===== src/rtl/seq_mul_iu_pkg.sv =====
// Shared definitions for the sequential multiply unit.
//   state_e   : FSM state encoding (idle, iterate, sign fix-up, result pulse)
//   DefWidth  : default operand width
//   ClaGroup  : bit width of one carry-lookahead group inside the adder
package seq_mul_iu_pkg;

    typedef enum logic [1:0] {
        StIdle = 2'd0,
        StCalc = 2'd1,
        StFix  = 2'd2,
        StDone = 2'd3
    } state_e;

    localparam int unsigned DefWidth = 16;
    localparam int unsigned ClaGroup = 4;

endpackage


===== src/rtl/seq_mul_iu_if.sv =====
// Request/response bundle of the multiply unit.
//   start   : request, accepted only when the unit is not busy
//   a, b    : multiplicand / multiplier, sampled on the accepting edge
//   sig     : 1 = two's-complement operands, 0 = unsigned
//   busy    : operation in progress
//   done    : one-cycle result pulse
//   product : full 2*WIDTH result, held until the next accepted start or reset
//   ovf     : result does not fit in WIDTH bits in the selected mode
// master drives the request side, slave is the multiply unit.
interface seq_mul_iu_if #(
    parameter int unsigned WIDTH = 16
) ();
    logic                 start;
    logic [WIDTH-1:0]     a;
    logic [WIDTH-1:0]     b;
    logic                 sig;
    logic                 busy;
    logic                 done;
    logic [2*WIDTH-1:0]   product;
    logic                 ovf;

    modport master (
        output start, a, b, sig,
        input  busy, done, product, ovf
    );

    modport slave (
        input  start, a, b, sig,
        output busy, done, product, ovf
    );
endinterface


===== src/rtl/seq_mul_iu_cla.sv =====
// WIDTH-bit carry-lookahead adder: a ripple of 4-bit lookahead groups.
//   a_i, b_i : addends
//   cin_i    : carry into bit 0
//   sum_o    : WIDTH-bit sum
//   cout_o   : carry out of the top group
// WIDTH must be a multiple of the group size.
module seq_mul_iu_cla
    import seq_mul_iu_pkg::*;
#(
    parameter int unsigned WIDTH = 16
) (
    input  logic [WIDTH-1:0] a_i,
    input  logic [WIDTH-1:0] b_i,
    input  logic             cin_i,
    output logic [WIDTH-1:0] sum_o,
    output logic             cout_o
);
    localparam int unsigned NumGroups = WIDTH / ClaGroup;

    logic [WIDTH-1:0]     g;
    logic [WIDTH-1:0]     p;
    logic [WIDTH-1:0]     c;
    logic [NumGroups:0]   gc;  // carry into each group

    assign g     = a_i & b_i;
    assign p     = a_i ^ b_i;
    assign gc[0] = cin_i;

    for (genvar k = 0; k < NumGroups; k++) begin : g_grp
        localparam int unsigned Base = k * ClaGroup;
        logic g0, g1, g2, g3, p0, p1, p2, p3, ci;

        assign {g3, g2, g1, g0} = g[Base +: 4];
        assign {p3, p2, p1, p0} = p[Base +: 4];
        assign ci               = gc[k];

        assign c[Base]     = ci;
        assign c[Base + 1] = g0 | (p0 & ci);
        assign c[Base + 2] = g1 | (p1 & g0) | (p1 & p0 & ci);
        assign c[Base + 3] = g2 | (p2 & g1) | (p2 & p1 & g0) | (p2 & p1 & p0 & ci);
        assign gc[k + 1]   = g3 | (p3 & g2) | (p3 & p2 & g1) | (p3 & p2 & p1 & g0)
                           | (p3 & p2 & p1 & p0 & ci);
    end

    assign sum_o  = p ^ c;
    assign cout_o = gc[NumGroups];
endmodule


===== src/rtl/seq_mul_iu.sv =====
// Multi-cycle radix-2 shift-add integer multiplier.
//   clk : clock, rising edge
//   rst : synchronous active-high reset, overrides everything
//   bus : request/response bundle (slave side), see seq_mul_iu_if
// Operands are reduced to magnitudes on acceptance, multiplied unsigned over WIDTH
// iterations, then the sign is applied in a single fix-up cycle.
module seq_mul_iu
    import seq_mul_iu_pkg::*;
#(
    parameter int unsigned WIDTH = DefWidth
) (
    input  logic        clk,
    input  logic        rst,
    seq_mul_iu_if.slave bus
);
    localparam int unsigned CntW = $clog2(WIDTH);
    localparam logic [CntW-1:0] CntLast = CntW'(WIDTH - 1);

    state_e               state_q, state_d;
    logic [CntW-1:0]      cnt_q, cnt_d;
    logic [WIDTH-1:0]     mcand_q, mcand_d;
    logic [WIDTH-1:0]     hi_q, hi_d;
    logic [WIDTH-1:0]     lo_q, lo_d;
    logic                 neg_q, neg_d;
    logic                 sig_q, sig_d;
    logic [2*WIDTH-1:0]   product_q, product_d;
    logic                 ovf_q, ovf_d;

    // Accumulate adder: hi + (multiplier LSB ? multiplicand : 0).
    logic [WIDTH-1:0] acc_b, acc_sum;
    logic             acc_cout;

    assign acc_b = lo_q[0] ? mcand_q : '0;

    seq_mul_iu_cla #(.WIDTH(WIDTH)) u_acc (
        .a_i    (hi_q),
        .b_i    (acc_b),
        .cin_i  (1'b0),
        .sum_o  (acc_sum),
        .cout_o (acc_cout)
    );

    // Negator, split into two WIDTH halves. In FIX the halves are chained to negate the
    // 2*WIDTH product; otherwise each half independently negates one incoming operand.
    logic [WIDTH-1:0] neg_lo_in, neg_hi_in, neg_lo_sum, neg_hi_sum;
    logic             neg_lo_cout, neg_hi_cin, neg_hi_cout;
    logic             unused_neg_cout;

    always_comb begin
        if (state_q == StFix) begin
            neg_lo_in  = lo_q;
            neg_hi_in  = hi_q;
            neg_hi_cin = neg_lo_cout;
        end else begin
            neg_lo_in  = bus.a;
            neg_hi_in  = bus.b;
            neg_hi_cin = 1'b1;
        end
    end

    seq_mul_iu_cla #(.WIDTH(WIDTH)) u_neg_lo (
        .a_i    (~neg_lo_in),
        .b_i    ('0),
        .cin_i  (1'b1),
        .sum_o  (neg_lo_sum),
        .cout_o (neg_lo_cout)
    );

    seq_mul_iu_cla #(.WIDTH(WIDTH)) u_neg_hi (
        .a_i    (~neg_hi_in),
        .b_i    ('0),
        .cin_i  (neg_hi_cin),
        .sum_o  (neg_hi_sum),
        .cout_o (neg_hi_cout)
    );

    assign unused_neg_cout = neg_hi_cout;

    // Operand magnitudes; -2^(W-1) maps to 2^(W-1), exact as an unsigned value.
    logic [WIDTH-1:0] mag_a, mag_b;
    logic             a_neg, b_neg, any_zero;

    assign a_neg    = bus.sig & bus.a[WIDTH-1];
    assign b_neg    = bus.sig & bus.b[WIDTH-1];
    assign mag_a    = a_neg ? neg_lo_sum : bus.a;
    assign mag_b    = b_neg ? neg_hi_sum : bus.b;
    assign any_zero = (bus.a == '0) | (bus.b == '0);

    // Signed result and overflow, meaningful in FIX.
    logic [2*WIDTH-1:0] prod_fix;
    logic [WIDTH:0]     prod_top;
    logic               ovf_fix;

    assign prod_fix = neg_q ? {neg_hi_sum, neg_lo_sum} : {hi_q, lo_q};
    assign prod_top = prod_fix[2*WIDTH-1:WIDTH-1];
    assign ovf_fix  = sig_q ? !((&prod_top) | ~(|prod_top))
                            : (|prod_fix[2*WIDTH-1:WIDTH]);

    logic accept;
    assign accept = bus.start & ((state_q == StIdle) | (state_q == StDone));

    always_comb begin
        state_d   = state_q;
        cnt_d     = cnt_q;
        mcand_d   = mcand_q;
        hi_d      = hi_q;
        lo_d      = lo_q;
        neg_d     = neg_q;
        sig_d     = sig_q;
        product_d = product_q;
        ovf_d     = ovf_q;

        unique case (state_q)
            StIdle: ;
            StCalc: begin
                // {carry, hi, lo} >> 1 after the conditional add.
                hi_d  = {acc_cout, acc_sum[WIDTH-1:1]};
                lo_d  = {acc_sum[0], lo_q[WIDTH-1:1]};
                cnt_d = cnt_q + CntW'(1);
                if (cnt_q == CntLast) begin
                    state_d = StFix;
                end
            end
            StFix: begin
                product_d = prod_fix;
                ovf_d     = ovf_fix;
                state_d   = StDone;
            end
            StDone: state_d = StIdle;
            default: state_d = StIdle;
        endcase

        if (accept) begin
            mcand_d = mag_a;
            lo_d    = mag_b;
            hi_d    = '0;
            cnt_d   = '0;
            neg_d   = (a_neg ^ b_neg) & ~any_zero;
            sig_d   = bus.sig;
            state_d = StCalc;
        end
    end

    always_ff @(posedge clk) begin
        if (rst) begin
            state_q   <= StIdle;
            cnt_q     <= '0;
            mcand_q   <= '0;
            hi_q      <= '0;
            lo_q      <= '0;
            neg_q     <= 1'b0;
            sig_q     <= 1'b0;
            product_q <= '0;
            ovf_q     <= 1'b0;
        end else begin
            state_q   <= state_d;
            cnt_q     <= cnt_d;
            mcand_q   <= mcand_d;
            hi_q      <= hi_d;
            lo_q      <= lo_d;
            neg_q     <= neg_d;
            sig_q     <= sig_d;
            product_q <= product_d;
            ovf_q     <= ovf_d;
        end
    end

    assign bus.busy    = (state_q == StCalc) | (state_q == StFix);
    assign bus.done    = (state_q == StDone);
    assign bus.product = product_q;
    assign bus.ovf     = ovf_q;
endmodule


===== src/flat_wrapper.sv =====
// flat-port wrapper written by rule: the top's interface ports become plain ports
module seq_mul_iu_flat import seq_mul_iu_pkg::*;
#(
    parameter int unsigned WIDTH = DefWidth
)
  (clk, rst, bus_start, bus_a, bus_b, bus_sig, bus_busy, bus_done, bus_product, bus_ovf);
  seq_mul_iu_if #(.WIDTH(WIDTH)) bus_i ();
  input  logic clk;
  input  logic rst;
  input wire logic [$bits(bus_i.start)-1:0] bus_start;
  input wire logic [$bits(bus_i.a)-1:0] bus_a;
  input wire logic [$bits(bus_i.b)-1:0] bus_b;
  input wire logic [$bits(bus_i.sig)-1:0] bus_sig;
  output wire logic [$bits(bus_i.busy)-1:0] bus_busy;
  output wire logic [$bits(bus_i.done)-1:0] bus_done;
  output wire logic [$bits(bus_i.product)-1:0] bus_product;
  output wire logic [$bits(bus_i.ovf)-1:0] bus_ovf;
  assign bus_i.start = bus_start;
  assign bus_i.a = bus_a;
  assign bus_i.b = bus_b;
  assign bus_i.sig = bus_sig;
  assign bus_busy = bus_i.busy;
  assign bus_done = bus_i.done;
  assign bus_product = bus_i.product;
  assign bus_ovf = bus_i.ovf;
  seq_mul_iu #(.WIDTH(WIDTH)) u_core (.clk(clk), .rst(rst), .bus(bus_i));
endmodule

===== config.mk =====
export PLATFORM = sky130hd
export DESIGN_NAME = seq_mul_iu_flat
export DESIGN_NICKNAME = d
export VERILOG_FILES = /design/src/rtl/seq_mul_iu_pkg.sv /design/src/rtl/seq_mul_iu_if.sv /design/src/rtl/seq_mul_iu_cla.sv /design/src/rtl/seq_mul_iu.sv /design/src/flat_wrapper.sv
export SDC_FILE = /design/constraint.sdc
export NUM_CORES = 1
export LEC_CHECK = 0
export CAP_MARGIN = 25
export CELL_PAD_IN_SITES_DETAIL_PLACEMENT = 1
export CELL_PAD_IN_SITES_GLOBAL_PLACEMENT = 1
export CORE_ASPECT_RATIO = 1.75
export CORE_MARGIN = 8
export CORE_UTILIZATION = 43
export DETAILED_ROUTE_END_ITERATION = 12
export PLACE_DENSITY = 0.87
export SLEW_MARGIN = 15
export SYNTH_ARGS = -nofsm -noshare
export SYNTH_HDL_FRONTEND = slang
export SYNTH_SLANG_ARGS = --single-unit

===== constraint.sdc =====
create_clock -name clk -period 6.2 [get_ports clk]
set_clock_uncertainty 0.05 [all_clocks]
set_input_delay 1.24 -clock clk [delete_from_list [all_inputs] [get_ports clk]]
set_output_delay 1.24 -clock clk [all_outputs]
set_load 0.01 [all_outputs]

==> impl_metrics.py <==
metrics = {
    "routing": {
        "avgRoutedWirePerCell_um": 21.8,
        "vias_per_cell": 6.33,
        "first_pass_iters": 5,
        "drcViolationCount": 0,
        "wirelength_mm": 23.3,
        "drt_iter0_markers": 443,
        "vias": 6756,
        "ant_nets": 0,
    },
    "synthesis": {
        "synth_xor_area_share_pct": 6.61,
        "synth-adder-area-share_pct": 6.69,
        "dominantRegCellSynth": "dfxtp_1",
        "netlist.top_cell.by_area": "dfxtp_1",
        "synth-seq-area-share_pct": 26.9,
        "yosys.area_share.simple_pct": 23.3,
        "synthesis.area_um2": 6620,
        "synth.mux.area_fraction_pct": 6.99,
        "synth_area_leaders": "dfxtp_1 (27%), mux2i_1 (6.7%), nor2_1 (6.2%)",
        "synth_compound_area_share_pct": 24.2,
        "synth_warnings": 0,
        "synth.distinct_cells": 81,
        "synth_top_family_by_area": "compound AO/OA/AOI/OAI gates",
        "postSynthCellCount": 848,
        "ys_ff_latch": 89,
        "ys_top_cells_by_count": "nor2_1 (110), dfxtp_1 (89), nand2_1 (73)",
        "synth_edf_count": 0,
        "syn_area_per_cell_um2": 7.81,
        "postSynthNetCount": 917,
        "netlist.area_leader.share_pct": 26.9,
        "async_flop_share_pct": 0,
        "yosysMostFrequentCell": "nor2_1",
    },
    "critical_path": {
        "worstPathArrival_ns": 5.12,
        "crit_path_start_kind": "primary input",
        "endpoint_kind": "flip-flop",
        "regToRegEndpoint": "u_core.bus.ovf$_SDFFE_PP0N_",
        "crit_type": "primary input to flip-flop",
        "rr_worst_depth": 15,
        "setup.worst_path.start": "bus_b[1]",
        "crit_end": "u_core.bus.ovf$_SDFFE_PP0N_",
        "r2r_slack_ns": 1.47,
        "worstPathMaxFanout": 7,
        "crit_required_ns": 6.36,
        "timing.rr.start": "u_core.state_q[1]$_SDFFE_PP0P_",
    },
    "min_path": {
        "hp-class": "flip-flop to flip-flop",
        "worst_hold_startpoint": "u_core.mcand_q[2]$_SDFFE_PP0P_",
    },
    "power_and_ir_drop": {
        "ir_drop_mv": 0.182,
        "cellLeakagePower_nw": 2.79,
        "powerDensity_nw_per_um2": 296,
    },
    "clocking": {
        "post_cts_buffers": 0,
        "hold_buffers": 0,
        "clk_latency_ns": 0.34,
        "cts_buffers": 9,
        "cts_sinks": 89,
        "cts_tree": "built",
        "cts_root_buffer": "clkbuf_16",
        "clk_pin_slew_ns": 0.07,
        "htreeDepth": 3,
        "clock_path_buffers": 2,
        "cts_resized": 0,
    },
    "placed_design": {
        "dp_hpwl_mm": 16.8,
        "gp_congestion": 0.921,
        "io_buffers": 70,
    },
    "sta": {
        "max_freq_mhz": 202,
        "drv_slew": 0,
        "tns_ns": 0,
        "setup_viol_count_final": 0,
        "timing.slew.headroom_pct": 34.8,
        "min_period_ns": 4.96,
        "timing.final.crit_share_pct": 80.0,
        "rsz0062_at_grt": "false",
        "worst_pin_slew_ns": 0.976,
        "hold_viol_final": 0,
    },
    "cells_and_area": {
        "n_fill_cell": 1877,
        "diodes": 0,
        "post-route-util_pct": 50.4,
        "syn2layout_area_growth_pct": 16.0,
        "drive_above_1_share_pct": 6.58,
        "nNetsFinal": 945,
    },
    "outcome": {
        "status": "finished clean",
    },
    "die": {
        "dieHeight_um": 180,
        "die_area_um2": 19800,
        "die-width_um": 110,
        "initial_core_util_pct": 43.4,
        "rows": 60,
        "core_um2": 15200,
        "ios": 71,
    },
    "global_routing": {
        "grt_max_degree": 61,
        "grt_use_total_pct": 23.7,
        "grt_pass1_vias": 6896,
        "grt_pass1_wl_mm": 37.4,
        "antenna_found_initial": 0,
        "grt_overflow": 0,
    },
    "run": {
        "drv_cap": 0,
    },
}
how the worst min path moves through the flow:
| stage | to | slack [ns] | cells after the start |
|---|---|---|---|
| floorplan | u_core.mcand_q[0]$_SDFFE_PP0P_ | 0.38 | 2 |
| global placement | u_core.sig_q$_SDFFE_PP0P_ | 0.39 | 2 |
| detailed placement | u_core.sig_q$_SDFFE_PP0P_ | 0.40 | 2 |
| CTS | u_core.mcand_q[2]$_SDFFE_PP0P_ | 0.42 | 2 |
| global route | u_core.mcand_q[7]$_SDFFE_PP0P_ | 0.44 | 2 |
| finish | u_core.mcand_q[2]$_SDFFE_PP0P_ | 0.41 | 2 |
critical path, stage by stage:
cell             delay, ns
clkdlybuf4s50_1       0.53
or3_2                 0.53
a222oi_1              0.43
a21boi_2              0.35
nand2_1               0.15
nor2_1                0.14
ha_1                  0.26
nand3b_1              0.13
o21ai_0               0.12
a21oi_1               0.21
nand3_1               0.09
nor3_1                0.19
nand3_1               0.10
nor4_1                0.33
and4_4                0.26
nor4_2                0.04
sequential cells by signal, summed over array words and instances, names as in the netlist:
register	flops
u_core.lo_q	16
u_core.state_q	2
u_core.bus.product	32
u_core.neg_q	1
u_core.hi_q	16
u_core.cnt_q	4
u_core.mcand_q	16
u_core.bus.ovf	1
u_core.sig_q	1
power breakdown:
group / total (mW) / internal [mW] / switching, mW
clock network: 0.580 / 0.327 / 0.253
logic: 0.911 / 0.368 / 0.543
registers: 0.784 / 0.667 / 0.117
total: 2.27 / 1.36 / 0.913
layout make-up:
cell class | instances | area, µm² | share of cell area [%]
multi-input cells | 676 | 4500 | 58.6
flip-flops and latches | 89 | 1780 | 23.2
well taps | 186 | 233 | 3.03
clock buffers | 11 | 243 | 3.16
clock inverters | 5 | 62.6 | 0.814
inverters | 17 | 63.8 | 0.831
repair buffers | 83 | 793 | 10.3
routing by layer:
layer | track usage [%] | wire [µm] | vias to the layer above
li1 | - | - | 3122
met1 | 27.1 | 9080 | 3338
met2 | 40.1 | 11700 | 216
met3 | 3.26 | 1150 | 80
met4 | 13.5 | 1320 | 0
met5 | 0 | 0 | -
placed cells by master (no fill, tap or decap), drive strengths merged, types with 7 or more instances in the layout:
cell           instances
nor2b                 14
buf                   14
clkdlybuf4s50         69
xnor2                 22
a311oi                10
o21ai                 49
and2                  24
xor2                  28
ha                    29
or3                   10
nor3b                  9
nand3                 12
nand2                 73
inv                   18
o21a                   7
nor2                 111
dfxtp                 89
a211oi                45
nor3                  21
o211ai                 8
clkbuf                11
nor4                  10
mux2i                 44
a221oi                 7
a21oi                 45
stage by stage:
step | area (µm²) | instances | setup WS (ns) | hold WS (ns) | total power [mW]
after detailed placement | 7380 | 1051 | 0.924 | 0.404 | 1.68
after CTS | 7680 | 1067 | 1.28 | 0.418 | 2.27
after floorplan | 6620 | 848 | 1.64 | 0.377 | 1.37
final | 7680 | 1067 | 1.24 | 0.414 | 2.27
after global routing | 7680 | 1067 | 0.985 | 0.440 | 2.39
after global placement | 7380 | 1051 | 1.02 | 0.389 | 1.65
logic make-up after synthesis:
logic type	after synthesis
muxes	46
and+or+nand+nor	314
buffers and inverters	83
AOI/OAI and AO/OA	233
DFF	89
adders and majority gates	33
xor gates and xnor gates	50
(Power assumes the default switching activity.)
